<file path="config.mk">
export PLATFORM = sky130hd
export DESIGN_NAME = bitonic_build_stage
export DESIGN_NICKNAME = d
export VERILOG_FILES = /design/src/rtl/bitonic_pkg.sv /design/src/rtl/bitonic_cx.sv /design/src/rtl/bitonic_build_stage.sv
export SDC_FILE = /design/constraint.sdc
export NUM_CORES = 1
export LEC_CHECK = 0
export CAP_MARGIN = 20
export CELL_PAD_IN_SITES_DETAIL_PLACEMENT = 2
export CELL_PAD_IN_SITES_GLOBAL_PLACEMENT = 2
export CORE_MARGIN = 5
export CORE_UTILIZATION = 36
export DETAILED_ROUTE_END_ITERATION = 12
export GPL_ROUTABILITY_DRIVEN = 0
export HOLD_SLACK_MARGIN = 0.02
export PLACE_DENSITY_LB_ADDON = 0.12
export SYNTH_ARGS = -nofsm -noshare
export SYNTH_HDL_FRONTEND = slang
export SYNTH_SLANG_ARGS = --single-unit
</file>
<file path="constraint.sdc">
create_clock -name clk -period 6.45 [get_ports clk]
set_clock_uncertainty 0.05 [all_clocks]
set_input_delay 0.9675 -clock clk [delete_from_list [all_inputs] [get_ports clk]]
set_output_delay 0.9675 -clock clk [all_outputs]
set_load 0.1 [all_outputs]
</file>
<file path="src/rtl/bitonic_pkg.sv">
// Shared types and layer-schedule helpers for the bitonic build stage.
package bitonic_pkg;

  typedef enum logic [1:0] {
    FILL = 2'd0,
    SORT = 2'd1,
    HOLD = 2'd2
  } state_t;

  function automatic int layer_count(input int n);
    int lg;
    lg = $clog2(n);
    return lg * (lg - 1) / 2;
  endfunction

  // Layers run k = 2..n/2 (k = 1<<s), and within each k, j = k/2 down to 1.
  function automatic int layer_k(input int idx, input int n);
    int cnt;
    int k;
    cnt = 0;
    k   = 2;
    for (int s = 1; s < $clog2(n); s++) begin
      for (int t = s - 1; t >= 0; t--) begin
        if (cnt == idx) k = 1 << s;
        cnt++;
      end
    end
    return k;
  endfunction

  function automatic int layer_j(input int idx, input int n);
    int cnt;
    int j;
    cnt = 0;
    j   = 1;
    for (int s = 1; s < $clog2(n); s++) begin
      for (int t = s - 1; t >= 0; t--) begin
        if (cnt == idx) j = 1 << t;
        cnt++;
      end
    end
    return j;
  endfunction

  function automatic logic cx_ascending(input int i, input int k);
    return (i & k) == 0;
  endfunction

endpackage

</file>
<file path="src/rtl/bitonic_cx.sv">
// W-bit compare-exchange: dir=1 puts min on lo / max on hi, dir=0 the reverse.
// Purely combinational; equal inputs pass through unswapped.
module bitonic_cx #(
  parameter int W = 1
) (
  input  logic [W-1:0] a,
  input  logic [W-1:0] b,
  input  logic         dir,
  output logic [W-1:0] lo,
  output logic [W-1:0] hi
);

  logic w_swap;

  assign w_swap = dir ? (a > b) : (a < b);
  assign lo     = w_swap ? b : a;
  assign hi     = w_swap ? a : b;

endmodule

</file>
<file path="src/rtl/bitonic_build_stage.sv">
// Serial-in bitonic builder: buffers N elements, runs one compare-exchange layer per cycle,
// holds the bitonic vector until out_ready. Optional BITONIC_BUILD_CHECK_EN adds bitonic_err.
module bitonic_build_stage
  import bitonic_pkg::*;
#(
  parameter int N = 16,
  parameter int W = 1
) (
  input  logic           clk,
  input  logic           rst_n,
  input  logic           in_valid,
  output logic           in_ready,
  input  logic [W-1:0]   in_data,
  output logic           out_valid,
  input  logic           out_ready,
  output logic [N*W-1:0] out_data
`ifdef BITONIC_BUILD_CHECK_EN
  , output logic         bitonic_err
`endif
);

  localparam int LW  = $clog2(N);
  localparam int L   = layer_count(N);
  localparam int LCW = $clog2(L + 1);

  state_t           r_state;
  state_t           w_state_nxt;
  logic [LW-1:0]    r_wr_ptr;
  logic [LCW-1:0]   r_layer;
  logic [W-1:0]     r_buf  [N];
  logic [W-1:0]     w_next [N];
  logic [LW-1:0]    w_k;
  logic [LW-1:0]    w_j;
  logic [LW-1:0]    w_pi   [N/2];
  logic [LW-1:0]    w_pm   [N/2];
  logic [W-1:0]     w_lo   [N/2];
  logic [W-1:0]     w_hi   [N/2];

  always_ff @(posedge clk or negedge rst_n) begin
    if (!rst_n) r_state <= FILL;
    else        r_state <= w_state_nxt;
  end

  always_comb begin
    w_state_nxt = r_state;
    in_ready    = 1'b0;
    out_valid   = 1'b0;
    unique case (r_state)
      FILL: begin
        in_ready = 1'b1;
        if (in_valid && r_wr_ptr == LW'(N - 1)) w_state_nxt = SORT;
      end
      SORT: begin
        if (r_layer == LCW'(L - 1)) w_state_nxt = HOLD;
      end
      HOLD: begin
        out_valid = 1'b1;
        if (out_ready) w_state_nxt = FILL;
      end
      default: w_state_nxt = FILL;
    endcase
  end

  always_comb begin
    w_k = LW'(layer_k(int'(r_layer), N));
    w_j = LW'(layer_j(int'(r_layer), N));
  end

  // Pair p maps to i = p with a zero inserted at bit log2(j); partner is i|j.
  for (genvar p = 0; p < N/2; p++) begin : g_cx
    logic [LW-1:0] w_low;
    logic [W-1:0]  w_a;
    logic [W-1:0]  w_b;
    logic          w_dir;

    assign w_low   = LW'(p) & (w_j - 1'b1);
    assign w_pi[p] = ((LW'(p) & ~(w_j - 1'b1)) << 1) | w_low;
    assign w_pm[p] = w_pi[p] | w_j;
    assign w_a     = r_buf[w_pi[p]];
    assign w_b     = r_buf[w_pm[p]];
    assign w_dir   = cx_ascending(int'(w_pi[p]), int'(w_k));

    bitonic_cx #(.W(W)) u_cx (
      .a   (w_a),
      .b   (w_b),
      .dir (w_dir),
      .lo  (w_lo[p]),
      .hi  (w_hi[p])
    );
  end

  always_comb begin
    w_next = r_buf;
    for (int p = 0; p < N/2; p++) begin
      w_next[w_pi[p]] = w_lo[p];
      w_next[w_pm[p]] = w_hi[p];
    end
  end

  always_ff @(posedge clk or negedge rst_n) begin
    if (!rst_n) begin
      r_wr_ptr <= '0;
      r_layer  <= '0;
      for (int i = 0; i < N; i++) r_buf[i] <= '0;
    end else begin
      case (r_state)
        FILL: begin
          if (in_valid) begin
            r_buf[r_wr_ptr] <= in_data;
            r_wr_ptr        <= (r_wr_ptr == LW'(N - 1)) ? '0 : r_wr_ptr + 1'b1;
          end
        end
        SORT: begin
          r_buf   <= w_next;
          r_layer <= (r_layer == LCW'(L - 1)) ? '0 : r_layer + 1'b1;
        end
        default: ;
      endcase
    end
  end

  always_comb begin
    out_data = '0;
    for (int i = 0; i < N; i++) out_data[i*W +: W] = r_buf[i];
  end

`ifdef BITONIC_BUILD_CHECK_EN
  logic w_bad;
  logic r_err;

  // Judged on the value being loaded by the final layer, so the flag is valid on HOLD entry.
  always_comb begin
    w_bad = 1'b0;
    for (int i = 1; i < N/2; i++) if (w_next[i] < w_next[i-1]) w_bad = 1'b1;
    for (int i = N/2 + 1; i < N; i++) if (w_next[i] > w_next[i-1]) w_bad = 1'b1;
  end

  always_ff @(posedge clk or negedge rst_n) begin
    if (!rst_n) begin
      r_err <= 1'b0;
    end else if (r_state == SORT && w_state_nxt == HOLD) begin
      r_err <= w_bad;
    end else if (r_state == HOLD && w_state_nxt == FILL) begin
      r_err <= 1'b0;
    end
  end

  assign bitonic_err = r_err;
`endif

endmodule

</file>
Yosys cells after proc, flatten, opt, wreduce, memory -nomap -nowiden

Cells that the tools add are included.

Flip-flop bits (word level): 25
Latch bits: 0
RAM bits: 0
ROM bits: 0
Input bits: 5
Output and inout bits: 18
Logic and storage cells: 285
Memories: 0

Add/sub/neg operators: 3
Multiply operators: 0
Divide/modulo/power cells: 0
$lt $le $gt $ge: 47
Eq/ne operators: 13
Shift operators: 0
Muxes and demuxes: 136
Bitwise logic cells: 38
Reductions and logical operators: 29

Operator list:

| cell                 | count |
|---|---|
| $bwmux W16           | 16 |
| $logic_not A32 Y1    | 7 |
| $ge A5 B5 Y1 const B | 16 |
| $lt A5 B1 Y1 const B | 16 |
| $mux W1              | 71 |
| $demux W1 S4         | 16 |
| $bmux W1 S4          | 15 |
| $not A4 Y5           | 12 |
| $pmux W16 S2         | 1 |
| $mux W3              | 6 |
| $logic_and A1 B1 Y1  | 17 |
| $and A4 B4 Y4        | 4 |
| $mux W16             | 1 |
| $mux W4              | 4 |
| $or A4 B3 Y4         | 4 |
| $or A4 B4 Y4         | 4 |
| $not A3 Y5           | 3 |
| $eq A3 B3 Y1 const A | 4 |
| $mux W2              | 5 |
| $and A3 B4 Y4        | 2 |
| $gt A1 B1 Y1         | 8 |
| $ne A2 B2 Y1 const B | 4 |
| $or A3 B4 Y4         | 2 |
| $lt A1 B1 Y1         | 7 |
| other kinds (19)     | 21 |

Longest topological paths before layout

Depth in word-level cells: 32
Gate-level depth with buffers: 24
Mapped depth without buffers: 17

Modules after synthesis

A second synthesis with hierarchy kept.

Cell total of the unflattened synthesis: 574
Area total of the unflattened synthesis: 4,316.6 um^2

By module, submodules not included:

| module              | times used | cells each | area each (um^2) | seq. area each (um^2) |
|---|---|---|---|---|
| bitonic_build_stage | 1          | 550        | 4,116.4          | 625.6 |
| bitonic_cx          | 8          | 3          | 25.0             | 0.0 |

Worst setup path before layout

OpenSTA, ideal clock, no wires.

Kind: reg2reg
Start: register r_layer[0]
End: register r_buf (netlist bit out_data[9])
Setup time: 0.136 ns
Data arrival time: 5.022 ns
Required time: 6.264 ns
Path slack: 1.242 ns
Stages on the path, launching flop included: 24
Buffers on the path: 6
Period minus slack after synthesis: 5.208 ns
Cells stage by stage: dfrtp_1 -> buf_4 -> buf_4 -> clkbuf_1 -> inv_1 -> nor2_1 -> ha_1 -> buf_2 -> nor4b_1 -> nor2_2 -> ha_1 -> clkbuf_1 -> inv_1 -> ha_1 -> or3_1 -> o211ai_2 -> nor2_1 -> o41ai_1 -> mux2i_1 -> buf_2 -> a32oi_1 -> o211ai_1 -> o2111ai_1 -> o211ai_1

Word-level cells in the longest chain between the ends: 32
Elaborated cells between the ends (all ways): 233
Classes of those cells: add/sub (1); order compare (45); eq/ne (5); mux (123); bitwise (37); reduce/logical (22)

Ends and longest elaborated chain:

| item                             | RTL line                                             | RTL |
|---|---|---|
| from (decl)                      | bitonic_build_stage.sv:29                            | `logic [LCW-1:0] r_layer;` |
| from (signal assigned)           | bitonic_build_stage.sv:115                           | `r_layer <= (r_layer == LCW'(L - 1)) ? '0 : r_layer + 1'b1;` |
| $eq A2 B3 Y1                     | bitonic_pkg.sv:24, bitonic_pkg.sv:38                 |  |
| $mux W2 (2 in a row)             | bitonic_pkg.sv:38                                    | `if (cnt == idx) j = 1 << t;` |
| $mux W3 (3 in a row)             | bitonic_pkg.sv:38                                    |  |
| $sub A3 B1 Y3                    | bitonic_build_stage.sv:76, bitonic_build_stage.sv:77 |  |
| $not A3 Y3                       | bitonic_build_stage.sv:77                            | `assign w_pi[p] = ((LW'(p) & ~(w_j - 1'b1)) << 1) \| w_low;` |
| $or A2 B1 Y2                     | bitonic_build_stage.sv:77                            |  |
| $or A2 B4 Y4                     | bitonic_build_stage.sv:78                            | `assign w_pm[p] = w_pi[p] \| w_j;` |
| $not A4 Y5 (not written as such) | bitonic_build_stage.sv:80, bitonic_build_stage.sv:96 |  |
| (+13 left out)                   | n/a                                                  |  |
| $bwmux W16                       | bitonic_build_stage.sv:96                            | `w_next[w_pm[p]] = w_hi[p];` |
| $bwmux W16                       | bitonic_build_stage.sv:95                            | `w_next[w_pi[p]] = w_lo[p];` |
| $bwmux W16                       | bitonic_build_stage.sv:96                            |  |
| $bwmux W16                       | bitonic_build_stage.sv:95                            |  |
| $bwmux W16                       | bitonic_build_stage.sv:96                            |  |
| $bwmux W16                       | bitonic_build_stage.sv:95                            |  |
| $bwmux W16 *                     | bitonic_build_stage.sv:96                            |  |
| $pmux W16 S2 *                   | bitonic_build_stage.sv:106                           | `case (r_state)` |
| to (signal, indexed assignment)  | bitonic_build_stage.sv:109                           | `r_buf[r_wr_ptr] <= in_data;` |
| to (signal assigned)             | bitonic_build_stage.sv:114                           | `r_buf <= w_next;` |
| to (decl)                        | bitonic_build_stage.sv:30                            | `logic [W-1:0] r_buf [N];` |

Mark *: on every way between the ends. The rest lies on a longest branch, timed or not. The select of a mux whose other input is x is not followed.
A chain may end at the register's enable or synchronous reset.

Worst setup path after layout

Start: register r_layer[1]
End: register r_buf (netlist bit out_data[9])

The elaborated chain is that of the path after synthesis.

==> flow_metrics.py <==
metrics = {
    "clock_network": {
        "cts_sinks": 25,
        "cts_hold_buf": 0,
        "htree_levels": 1,
        "cts_buffers": 3,
        "worstSkewPairLatency_ns": 0.28,
        "clk_pin_slew_worst_paths_ns": 0.08,
        "cts_root_buffer": "clkbuf_16",
        "cts_resized": 0,
        "postCtsSetupBuffers": 0,
        "cts_tree": "built",
        "clock_path_buffers": 2,
    },
    "sta": {
        "worst_slew_pin_slew_ns": 1.11,
        "min_period_over_period_pct": 88.3,
        "timing.final.ws_setup_ns": 0.758,
        "tns_ns": 0,
        "hold_viol": 0,
        "setup_viol": 0,
        "rsz0062_at_grt": "false",
        "fmax_mhz": 176,
        "fin_crit_ns": 5.69,
        "max-slew-margin-rel_pct": 25.6,
        "drv_slew": 0,
    },
    "status": {
        "status": "completed",
    },
    "synthesis": {
        "synth-main-ff-cell": "dfrtp_1",
        "syn_inst": 620,
        "synth_edf_count": 0,
        "synth.avg_cell_area_um2": 7.11,
        "yosys.cell_types.count": 84,
        "synthArstFlopShare_pct": 100,
        "synth_area_um2": 4410,
        "yosysWarnings": 0,
        "synth_fp_nets": 643,
        "yosysSeqAreaShare_pct": 14.2,
        "ys_seq_elements": 25,
    },
    "die": {
        "initial_core_util_pct": 36.7,
        "rows": 40,
        "die_h_um": 121,
        "die_area_um2": 14600,
        "coreArea_um2": 12000,
        "die_w_um": 121,
        "num_io_pins": 23,
    },
    "global_routing": {
        "grt-ovfl-total": 0,
        "grt_max_degree": 39,
        "grt_pass1_vias": 5543,
        "grt_pass1_wl_um": 34700,
        "antenna_found_initial": 0,
        "grt_usage_pct": 31.0,
    },
    "layout": {
        "fin_nets": 640,
        "fin_cells": 763,
        "fin_util_pct": 40.1,
        "layout_common_cells": "nor2_1 (69), nand2_1 (56), o21ai_0 (51), a21oi_1 (51), nand3_1 (36)",
        "final_common_cell": "nor2_1",
        "drive_gt1_share_pct": 9.90,
        "diodes": 0,
        "fillCellCount": 1443,
        "area_delta_synth_final_pct": 9.17,
    },
    "setup_path": {
        "crit_type": "register to register",
        "crit_path_end_kind": "register",
        "path_max_fanout": 25,
        "setup.worst_path.start_class": "register",
        "path_buf_inv": 5,
        "worst_path_largest_cell_delay_ns": 0.68,
        "worstPathRequired_ns": 6.58,
        "path_cells": "buf_4 > inv_1 > nor2_1 > ha_1 > buf_4 > nor4b_1 > nor2_2 > buf_4 > ha_1 > inv_1 > a21oi_2 > or3_1 > a41oi_1 > o21bai_1 > maj3_1 > mux2i_1 > o221ai_1 > o211ai_1",
        "slowest_stage": "a21oi_2",
        "crit_family": "compound AO/OA/AOI/OAI gates",
        "worstPathArrival_ns": 5.82,
        "crit_path_frequent_cell": "buf_4",
    },
    "place": {
        "placed_cells": 758,
        "portBuffers": 22,
        "place_ws_ns": 0.942,
        "hpwl_um": 16800,
    },
    "flow_run": {
        "cap_violations": 0,
    },
    "detailed_routing": {
        "antenna_left": 0,
        "via_per_inst": 7.13,
        "drtIter0Drc": 611,
        "post_drt_wl_per_cell_um": 29.7,
        "first_pass_iters": 5,
        "dr_total_vias": 5437,
        "drc": 0,
        "totalWireLength_um": 22700,
    },
    "worst_hold_path": {
        "min_path_type": "register to register",
    },
}
==> registers in the layout, summed over array words and instances (netlist names) <==
register and count:
out_data 16, r_layer 3, r_state 2, r_wr_ptr 4
==> worst paths after layout <==
check / start / cells past startpoint / to / slack (ns)
min in group asynchronous: rst_n / 2 / r_wr_ptr[1] / 1.02
setup reg to reg: r_layer[1] / 18 / out_data[9] / 0.76
hold reg to reg: r_layer[0] / 2 / r_layer[0] / 0.57
max in group asynchronous: rst_n / 2 / out_data[4] / 5.03
hold / removal: r_layer[0] / 2 / r_layer[0] / 0.57
setup / recovery: r_layer[1] / 18 / out_data[9] / 0.76
==> area by class of cell <==
| type | instances | area, um^2 | share of cell area, % |
|---|---|---|---|
| Clock inverter | 1 | 8.76 | 0.182 |
| Sequential cell | 25 | 626 | 13.0 |
| Inverter | 25 | 93.8 | 1.95 |
| Tap cell | 147 | 184 | 3.82 |
| Clock buffer | 3 | 75.1 | 1.56 |
| Multi-Input combinational cell | 522 | 3470 | 72.1 |
| Timing Repair Buffer | 40 | 355 | 7.39 |
==> worst min-delay path, delay by kind of cell (launching register included) <==
family / cells / cell delay [ns]
buffers and inverters: 1 / 0.09
DFF: 1 / 0.36
xor gates and xnor gates: 1 / 0.13
==> cell usage after synthesis, types with 3 or more instances <==
| cell | count | area share (%) |
|---|---|---|
| ha_1 | 18 | 5.1 |
| nand3_1 | 36 | 4.1 |
| o41ai_1 | 4 | 0.79 |
| buf_4 | 5 | 0.85 |
| or3_1 | 6 | 0.85 |
| a221oi_1 | 8 | 1.6 |
| maj3_1 | 12 | 2.7 |
| mux4_2 | 9 | 4.6 |
| nor4b_1 | 3 | 0.60 |
| a211oi_1 | 8 | 1.4 |
| nand3b_1 | 4 | 0.68 |
| o221ai_1 | 4 | 0.79 |
| o21a_1 | 5 | 0.85 |
| buf_2 | 10 | 1.1 |
| and2_1 | 4 | 0.57 |
| nand2b_1 | 8 | 1.1 |
| nor2_2 | 3 | 0.43 |
| mux2i_1 | 10 | 2.3 |
| maj3_2 | 4 | 1.0 |
| a31oi_1 | 11 | 1.6 |
| o32a_1 | 3 | 0.68 |
| nor2_1 | 69 | 5.9 |
| inv_1 | 23 | 2.0 |
| dfrtp_1 | 25 | 14 |
| o21ai_0 | 51 | 5.8 |
| nand2_1 | 56 | 4.8 |
| mux2_2 | 9 | 2.3 |
| o211ai_1 | 8 | 1.4 |
| o22ai_1 | 10 | 1.4 |
| a22oi_1 | 3 | 0.51 |
| nor3_1 | 11 | 1.2 |
| o31ai_1 | 9 | 1.5 |
| nand4_1 | 3 | 0.43 |
| xnor2_1 | 7 | 1.4 |
| a21o_1 | 4 | 0.68 |
| clkbuf_1 | 30 | 2.6 |
| a21oi_1 | 51 | 5.8 |
| a32oi_1 | 5 | 0.99 |
| nor2b_1 | 8 | 1.1 |
==> cells by family after synthesis <==
| group | Yosys count | share of synthesized area [%] |
|---|---|---|
| muxes | 28 | 9.17 |
| buffers and inverters | 73 | 7.10 |
| DFF | 25 | 14.2 |
| AOI/OAI and AO/OA | 219 | 33.0 |
| and+or+nand+nor | 233 | 26.0 |
| adders and majority gates | 34 | 8.86 |
| xor gates and xnor gates | 8 | 1.59 |
==> stage by stage <==
stage | hold slack, ns | instance area (um^2)
4_1_cts | 0.585 | 4800
2_1_floorplan | 0.555 | 4410
3_5_place_dp | 0.571 | 4720
3_3_place_gp | 0.533 | 4720
6_report | 0.569 | 4810
5_1_grt | 0.593 | 4810
==> layer usage <==
layer	up-vias	wire, um	global-route usage (%)
met5	-	0	0
met4	0	1060	11.8
met3	86	2030	5.19
met2	313	10200	49.0
met1	2715	9370	42.3
li1	2323	-	-
Power is not shown: default switching activity piles up to over one toggle a cycle in this logic, so the estimate is an artifact.
